## src/rtl/tt_sweep_ctrl_if.sv

```systemverilog
// Row stream from the truth-table sweeper to its consumer.
// A row transfers on every rising edge where row_valid and row_ready are both 1;
// once raised, row_valid and row_data stay fixed until that transfer happens.
interface tt_sweep_ctrl_if;
    logic       row_valid;
    logic       row_ready;
    logic [4:0] row_data;

    modport master (output row_valid, output row_data, input row_ready);
    modport slave  (input row_valid, input row_data, output row_ready);
endinterface

```

## src/rtl/tt_sweep_ctrl.sv

```systemverilog
// Sweeps every input combination of one selected boolean function, samples its
// output after a settle delay, streams each row and builds the 16-bit truth table.
module tt_sweep_ctrl #(
    parameter int unsigned SETTLE      = 1,
    parameter logic [7:0]  NARROW_MASK = 8'b1010_0011
) (
    input  logic                  clk,
    input  logic                  reset,
    input  logic                  start,
    input  logic [2:0]            sel,
    input  logic [7:0]            y_i,
    tt_sweep_ctrl_if.master       rowIf,
    output logic                  a_o,
    output logic                  b_o,
    output logic                  c_o,
    output logic                  d_o,
    output logic                  busy,
    output logic                  done,
    output logic [15:0]           tt_word,
    output logic [1:0]            stateDbg
);
    typedef enum logic [1:0] {IDLE = 2'd0, WAIT = 2'd1, EMIT = 2'd2, DONE = 2'd3} state_t;

    localparam logic [3:0] SETTLE_CNT = 4'(SETTLE);

    state_t     stateQ, stateNext;
    logic [2:0] selQ;
    logic [3:0] rowCnt;
    logic [3:0] settleCnt;
    logic [4:0] rowDataQ;
    logic       rowValid;
    logic       narrow;
    logic       isLast;
    logic       ySel;
    logic [3:0] rowNext;

    // 3-input functions only see A,B,C; D is parked at 0 for them.
    function automatic logic [3:0] inputsFor(input logic [3:0] row, input logic isNarrow);
        return isNarrow ? {row[2:0], 1'b0} : row;
    endfunction

    assign narrow  = NARROW_MASK[selQ];
    assign isLast  = narrow ? (rowCnt == 4'd7) : (rowCnt == 4'd15);
    assign ySel    = y_i[selQ];
    assign rowNext = rowCnt + 4'd1;

    always_ff @(posedge clk) begin
        if (reset) stateQ <= IDLE;
        else       stateQ <= stateNext;
    end

    always_comb begin
        stateNext = stateQ;
        rowValid  = 1'b0;
        busy      = 1'b0;
        done      = 1'b0;
        case (stateQ)
            IDLE: begin
                if (start) stateNext = WAIT;
            end
            WAIT: begin
                busy = 1'b1;
                if (settleCnt == 4'd0) stateNext = EMIT;
            end
            EMIT: begin
                busy     = 1'b1;
                rowValid = 1'b1;
                if (rowIf.row_ready) stateNext = isLast ? DONE : WAIT;
            end
            DONE: begin
                busy      = 1'b1;
                done      = 1'b1;
                stateNext = IDLE;
            end
            default: stateNext = IDLE;
        endcase
    end

    always_ff @(posedge clk) begin
        if (reset) begin
            selQ                   <= 3'd0;
            rowCnt                 <= 4'd0;
            settleCnt              <= 4'd0;
            rowDataQ               <= 5'd0;
            tt_word                <= 16'd0;
            {a_o, b_o, c_o, d_o}   <= 4'd0;
        end else begin
            case (stateQ)
                IDLE: begin
                    if (start) begin
                        selQ                 <= sel;
                        rowCnt               <= 4'd0;
                        settleCnt            <= SETTLE_CNT;
                        tt_word              <= 16'd0;
                        {a_o, b_o, c_o, d_o} <= 4'd0;
                    end
                end
                WAIT: begin
                    if (settleCnt != 4'd0) begin
                        settleCnt <= settleCnt - 4'd1;
                    end else begin
                        tt_word[rowCnt] <= ySel;
                        rowDataQ        <= {ySel, rowCnt};
                    end
                end
                EMIT: begin
                    // New inputs launch on the handshake edge so settling starts immediately.
                    if (rowIf.row_ready && !isLast) begin
                        rowCnt               <= rowNext;
                        settleCnt            <= SETTLE_CNT;
                        {a_o, b_o, c_o, d_o} <= inputsFor(rowNext, narrow);
                    end
                end
                default: ;
            endcase
        end
    end

    assign rowIf.row_valid = rowValid;
    assign rowIf.row_data  = rowDataQ;
    assign stateDbg        = stateQ;
endmodule

```

## src/flat_wrapper.sv

```systemverilog
// flat-port wrapper written by rule: the top's interface ports become plain ports
module tt_sweep_ctrl_flat 
#(
    parameter int unsigned SETTLE      = 1,
    parameter logic [7:0]  NARROW_MASK = 8'b1010_0011
)
  (clk, reset, start, sel, y_i, a_o, b_o, c_o, d_o, busy, done, tt_word, stateDbg, rowIf_row_valid, rowIf_row_data, rowIf_row_ready);
  tt_sweep_ctrl_if rowIf_i ();
  input  logic clk;
  input  logic reset;
  input  logic start;
  input  logic [2:0] sel;
  input  logic [7:0] y_i;
  output logic a_o;
  output logic b_o;
  output logic c_o;
  output logic d_o;
  output logic busy;
  output logic done;
  output logic [15:0] tt_word;
  output logic [1:0] stateDbg;
  output wire logic [$bits(rowIf_i.row_valid)-1:0] rowIf_row_valid;
  output wire logic [$bits(rowIf_i.row_data)-1:0] rowIf_row_data;
  input wire logic [$bits(rowIf_i.row_ready)-1:0] rowIf_row_ready;
  assign rowIf_row_valid = rowIf_i.row_valid;
  assign rowIf_row_data = rowIf_i.row_data;
  assign rowIf_i.row_ready = rowIf_row_ready;
  tt_sweep_ctrl #(.SETTLE(SETTLE), .NARROW_MASK(NARROW_MASK)) u_core (.clk(clk), .reset(reset), .start(start), .sel(sel), .y_i(y_i), .rowIf(rowIf_i), .a_o(a_o), .b_o(b_o), .c_o(c_o), .d_o(d_o), .busy(busy), .done(done), .tt_word(tt_word), .stateDbg(stateDbg));
endmodule
```

## config.mk

```make
export PLATFORM = sky130hd
export DESIGN_NAME = tt_sweep_ctrl_flat
export DESIGN_NICKNAME = d
export VERILOG_FILES = /design/src/rtl/tt_sweep_ctrl_if.sv /design/src/rtl/tt_sweep_ctrl.sv /design/src/flat_wrapper.sv
export SDC_FILE = /design/constraint.sdc
export NUM_CORES = 1
export LEC_CHECK = 0
export BUFFER_PORTS_ARGS = -buffer_cell sky130_fd_sc_hd__buf_2
export CORE_MARGIN = 2
export CORE_UTILIZATION = 30
export CTS_CLUSTER_DIAMETER = 200
export DETAILED_ROUTE_END_ITERATION = 10
export PLACE_DENSITY = 0.6
export SYNTH_ARGS = -nofsm -noshare
export SYNTH_HDL_FRONTEND = slang
export SYNTH_SLANG_ARGS = --single-unit
```

## constraint.sdc

```tcl
create_clock -name clk -period 1.5 [get_ports clk]
set_input_delay 0.15 -clock clk [delete_from_list [all_inputs] [get_ports clk]]
set_output_delay 0.15 -clock clk [all_outputs]
set_load 0.02 [all_outputs]
```

### After elaboration in Yosys (flattened, before gate mapping)

Memory sizes are Yosys's and may differ from the RTL's. A register that Yosys moved wholly into a read port is not among the register bits.
Cells that the tools add are included.

| storage, ports and cells | value |
|---|---|
| flip-flop bits (word level) | 38 |
| latch bits | 0 |
| memory bits (writable) | 0 |
| memory bits (read-only) | 8 |
| word-level logic and storage cells | 81 |
| memories | 1 |

| cells by class | value |
|---|---|
| add/sub/neg operators | 2 |
| multiply operators | 0 |
| div/mod/pow operators | 0 |
| $lt $le $gt $ge | 3 |
| equality and inequality tests | 11 |
| shifts and indexed selects | 0 |
| mux-type cells | 37 |
| bitwise gates (word level) | 1 |
| reductions and logical operators | 16 |

Memories:

| name | depth | bits a word | rd ports | clocked after Yosys merged registers in | write ports | RTL line | text |
|---|---|---|---|---|---|---|---|
| (name not given) | 8 | 1 | 1 | 1 | 0 | tt_sweep_ctrl.sv:42 | `assign narrow = NARROW_MASK[selQ];` |

Operators by type and width:

| cell | number |
|---|---|
| $mux W16 | 2 |
| $pmux W16 S2 | 1 |
| $mux W4 | 6 |
| $bwmux W16 | 1 |
| $mux W1 | 12 |
| $pmux W4 S3 | 1 |
| $reduce_and A3 Y1 | 3 |
| $mux W2 | 4 |
| $pmux W1 S2 | 4 |
| $pmux W2 S4 | 1 |
| $pmux W4 S2 | 1 |
| $mux W3 | 2 |
| $ne A2 B1 Y1 const B | 3 |
| $ne A2 B2 Y1 const B | 3 |
| $lt A4 B5 Y1 const B | 1 |
| $add A4 B1 Y4 const B | 1 |
| $demux W1 S4 | 1 |
| $eq A2 B2 Y1 const B | 2 |
| $eq A4 B3 Y1 const B | 1 |
| $eq A4 B4 Y1 const B | 1 |
| $ge A4 B1 Y1 const B | 1 |
| $logic_not A4 Y1 | 1 |
| $lt A3 B4 Y1 const B | 1 |
| $reduce_and A2 Y1 | 2 |
| other kinds (12) | 14 |

### Depth between registers and ports, before layout

| logic depth | value |
|---|---|
| word-level depth | 7 |
| depth in mapped cells | 6 |
| mapped depth without buffers | 6 |

### Worst setup path after synthesis

OpenSTA, ideal clock, no wires.

| timing | value |
|---|---|
| path type | flip-flop to flip-flop |
| start point | register u_core.settleCnt[0] |
| end point | register u_core.tt_word[0] |
| setup time | 0.135 ns |
| data arrival time | 1.474 ns |
| data required time | 1.365 ns |
| path slack | -0.109 ns |
| stages on the path, launching flop included | 7 |
| buffers on the path | 0 |
| cell sequence | dfxtp_1 inv_1 ha_1 nor3b_2 nand3_1 o311ai_0 o41ai_1 |

| between the ends | value |
|---|---|
| longest elaborated chain between the ends | 3 |

RTL lines:

| what | RTL line | text |
|---|---|---|
| start: declaration | tt_sweep_ctrl.sv:29 | `logic [3:0] settleCnt;` |
| start signal: assignment | tt_sweep_ctrl.sv:100 | `settleCnt <= settleCnt - 4'd1;` |
| $reduce_bool A4 Y1 | tt_sweep_ctrl.sv:99 | `if (settleCnt != 4'd0) begin` |
| $ne A2 B2 Y1 (no line) | n/a |  |
| $reduce_and A3 Y1 (no line) | n/a |  |
| end signal: indexed assignment | tt_sweep_ctrl.sv:102 | `tt_word[rowCnt] <= ySel;` |
| end: declaration | tt_sweep_ctrl.sv:19 | `output logic [15:0] tt_word,` |

Every way passes these cells.
A chain may end at the register's enable or synchronous reset.

### Worst setup path after layout

| timing | value |
|---|---|
| start point | register u_core.settleCnt[0] |
| end point | register u_core.settleCnt[3] |

| between the ends | value |
|---|---|
| longest elaborated chain between the ends | 3 |
| elaborated cells on any way between the ends | 6 |

RTL lines:

| what | RTL line |
|---|---|
| $sub A4 B1 Y4 / $reduce_bool A4 Y1 (equally long branches) | tt_sweep_ctrl.sv:100, tt_sweep_ctrl.sv:99 |
| $mux W4 / $ne A2 B1 Y1 (equally long branches) | n/a |
| $pmux W4 S3 / $reduce_and A4 Y1 (equally long branches) | n/a |

Parallel ways exist; a longest one is shown, timed or not. The select of a mux whose other input is x is not followed.

==> results by group <==
Run status
  – Status: finished with violations
  – Failing checks: negative setup slack

Job
  – Max Cap Violations: 0

Synth
  – Post-Syn Nets: 224
  – Ys flop type: dfxtp_1
  – Most frequent cell after synthesis: dfxtp_1
  – Post-synth cell types: 49
  – Synth Instances: 204
  – Mapped Area: 1920 µm²
  – Synth cell count leaders: dfxtp_1, nor2_1, o211ai_1
  – Avg Synthesized Cell Area: 9.43 µm²
  – Post-synth EDFFs: 0
  – Post-synth top area share: 0.406
  – Synth area leaders: dfxtp_1, mux2i_1, o211ai_1
  – Post-synth ARST share: 0
  – Sequential share of the synthesized area: 0.406
  – Yosys top cell by area: dfxtp_1
  – Yosys warning count: 0
  – Flops & latches, synth: 39

GRT
  – Vias in the first global route: 1807
  – Global-route wire length before repair: 8670 µm
  – Largest net degree at the start of global routing: 26
  – Global route overflow: 0
  – Gr usage total: 0.151
  – Initial antenna violation count: 0

Floorplan
  – Core Region: 6280 µm²
  – Die height: 84.1 µm
  – Die area: 7070 µm²
  – Rows: 29
  – Die width: 84.1 µm
  – Starting density of the core: 0.306
  – Boundary pin count: 45

Pwr
  – Total power: 2.89 mW
  – Static Leak: 1.16 nW
  – Pwr dens: 1020 nW/µm²
  – Max VDD drop: 0.000393 V

Place
  – Port Buffers: 44
  – Post-DP HPWL: 3530 µm
  – RD Place Congestion: 0.783

Layout
  – Nets: 301
  – Synth-to-Final Area Change: 46.8%
  – # diodes: 0
  – FILL cells: 609
  – Share of cells above drive strength 1: 0.468

STA
  – RSZ-0062 raised after global routing: yes
  – Setup WS post-layout: -0.0450 ns
  – Achievable Freq: 647 MHz
  – Setup TNS: -0.136 ns
  – Clock skew: 0.0104 ns
  – Crit share post-route: 1.03
  – Setup Viol. Count Final: 8
  – Worst Tran Pin Value: 0.389 ns
  – Minimum clock period: 1.55 ns
  – Hold Vio Cnt, Final: 0
  – Slew HR: 0.740
  – Slew Viols, Final: 0

CTS
  – Root Buffer: clkbuf_8
  – H-Tree Depth: 2
  – Clk sink count: 39
  – Worst-path clk slew: 0.07 ns
  – Skew-Pair Late Insertion Delay: 0.29 ns
  – Clock tree buffer depth: 2
  – CTS tree: built
  – TritonCTS buffer count: 5

Worst setup path
  – Arr. time, crit path: 1.76 ns
  – Critical path buffer and inverter count: 1
  – CP required: 1.71 ns
  – Worst stage delay on the critical path: 0.41 ns
  – Crit path cell chain: inv_2 -> ha_4 -> or3b_4 -> o22ai_4 -> or4_1 -> o22ai_1
  – Setup CP Type: reg -> reg
  – Crit-path leading delay family: simple AND/OR/NAND/NOR gates
  – Startpoint types: register
  – Crit. End Element: register
  – Slowest CP cell: or4_1
  – Reg2Reg Launch Point: u_core.settleCnt[0]
  – Critical path origin: u_core.settleCnt[0]
  – CP max FO: 7

Detailed routing
  – Final ANT Viol Nets: 0
  – WL per Instance: 14.4 µm
  – Vias/cell: 5.16
  – Drt pass-1 iters: 4
  – Detailed Route Iter0 Violations: 95
  – Drc violations: 0
  – Routed wire length: 5170 µm
  – Total number of vias: 1851

Min path
  – HP Class: in -> reg
  – Hold path start: sel[1]
==> final cells by class <==
| type | count | area [µm²] | area share |
|---|---|---|---|
| sequential | 39 | 800 | 0.283 |
| tap | 77 | 96.3 | 0.0341 |
| clock buffer | 5 | 68.8 | 0.0244 |
| clock inverter | 3 | 43.8 | 0.0155 |
| timing repair buffer | 83 | 566 | 0.200 |
| multi-input combinational | 142 | 1210 | 0.429 |
| inverter | 10 | 37.5 | 0.0133 |
==> logic make-up (layout without fill, tap and decap cells) <==
kind of cell,after synthesis,in the layout,synth area share
AOI/OAI and AO/OA,61,61,0.237
buffers and inverters,24,101,0.0625
and+or+nand+nor,59,60,0.176
muxes,13,13,0.0716
DFF,39,39,0.406
adders and majority gates,5,5,0.0325
xor gates and xnor gates,3,3,0.0137
==> cells in the final DEF (no fill, tap or decap), drive strengths merged, types with 3 or more instances in the layout <==
master | netlist | routed
o41ai | 5 | 5
nor2 | 18 | 18
ha | 5 | 5
o22ai | 3 | 3
inv | 10 | 10
a21oi | 8 | 8
or4 | 3 | 3
buf | 7 | 83
o311ai | 4 | 4
nand2b | 5 | 5
mux2i | 10 | 10
dfxtp | 39 | 39
o21ai | 5 | 5
mux2 | 3 | 3
a22oi | 3 | 3
o31ai | 12 | 12
clkbuf | 7 | 5
xnor2 | 3 | 3
nand2 | 6 | 6
nand3 | 6 | 6
nor3 | 4 | 4
or3 | 3 | 3
o211ai | 14 | 14
==> sequential cells by signal, summed over array words and instances, names as in the netlist <==
name	cells
u_core.a_o	1
u_core.b_o	1
u_core.c_o	1
u_core.d_o	1
u_core.narrow	1
u_core.rowCnt	4
u_core.rowIf.row_data	5
u_core.selQ	3
u_core.settleCnt	4
u_core.stateDbg	2
u_core.tt_word	16
==> power by group <==
part	switching, mW	internal (mW)	total (mW)
Combinational	0.445	0.432	0.877
Clock	0.385	0.495	0.880
Sequential	0.0508	1.08	1.13
Total	0.880	2.01	2.89
==> worst paths after layout <==
| path | to | slack [ns] | cells past startpoint |
|---|---|---|---|
| worst max register to register | u_core.settleCnt[3] | -0.05 | 6 |
| worst max-delay path | u_core.settleCnt[3] | -0.05 | 6 |
| worst min-delay path | u_core.selQ[1] | 0.15 | 3 |
| worst min register to register | u_core.a_o | 0.46 | 2 |
==> per-layer routing <==
metal,GRT usage,wire length (µm),up-vias
met5,0,0,-
met4,0.0484,72,0
met3,0.0307,218,7
met2,0.255,2520,40
met1,0.191,2350,884
li1,-,-,920
==> metrics by stage <==
step | hold slack, ns | setup slack (ns) | instances | instance area (µm²) | utilization
finish | 0.153 | -0.0450 | 359 | 2820 | 0.450
global route | 0.189 | -0.111 | 359 | 2820 | 0.450
CTS | 0.149 | -0.0374 | 357 | 2780 | 0.442
detailed placement | 0.452 | -0.266 | 340 | 2440 | 0.388
global placement | 0.448 | -0.214 | 340 | 2440 | 0.388
floorplan | 0.324 | 0.00106 | 204 | 1990 | -
==> tightest hold or removal path: cells and delay by family <==
kind | cells | cell delay [ns]
simple gates | 1 | 0.11
buf+inv | 1 | 0.07
mux | 1 | 0.06
==> repair_timing <==
item                       4_1_cts  5_1_grt
pin swaps                       17        8
cloned                           1        0
resized for setup               32       10
hold buffers                     0        0
setup buffers                    8        2
setup endpoints to repair       29       32
Power figures use the tool's default switching activity.
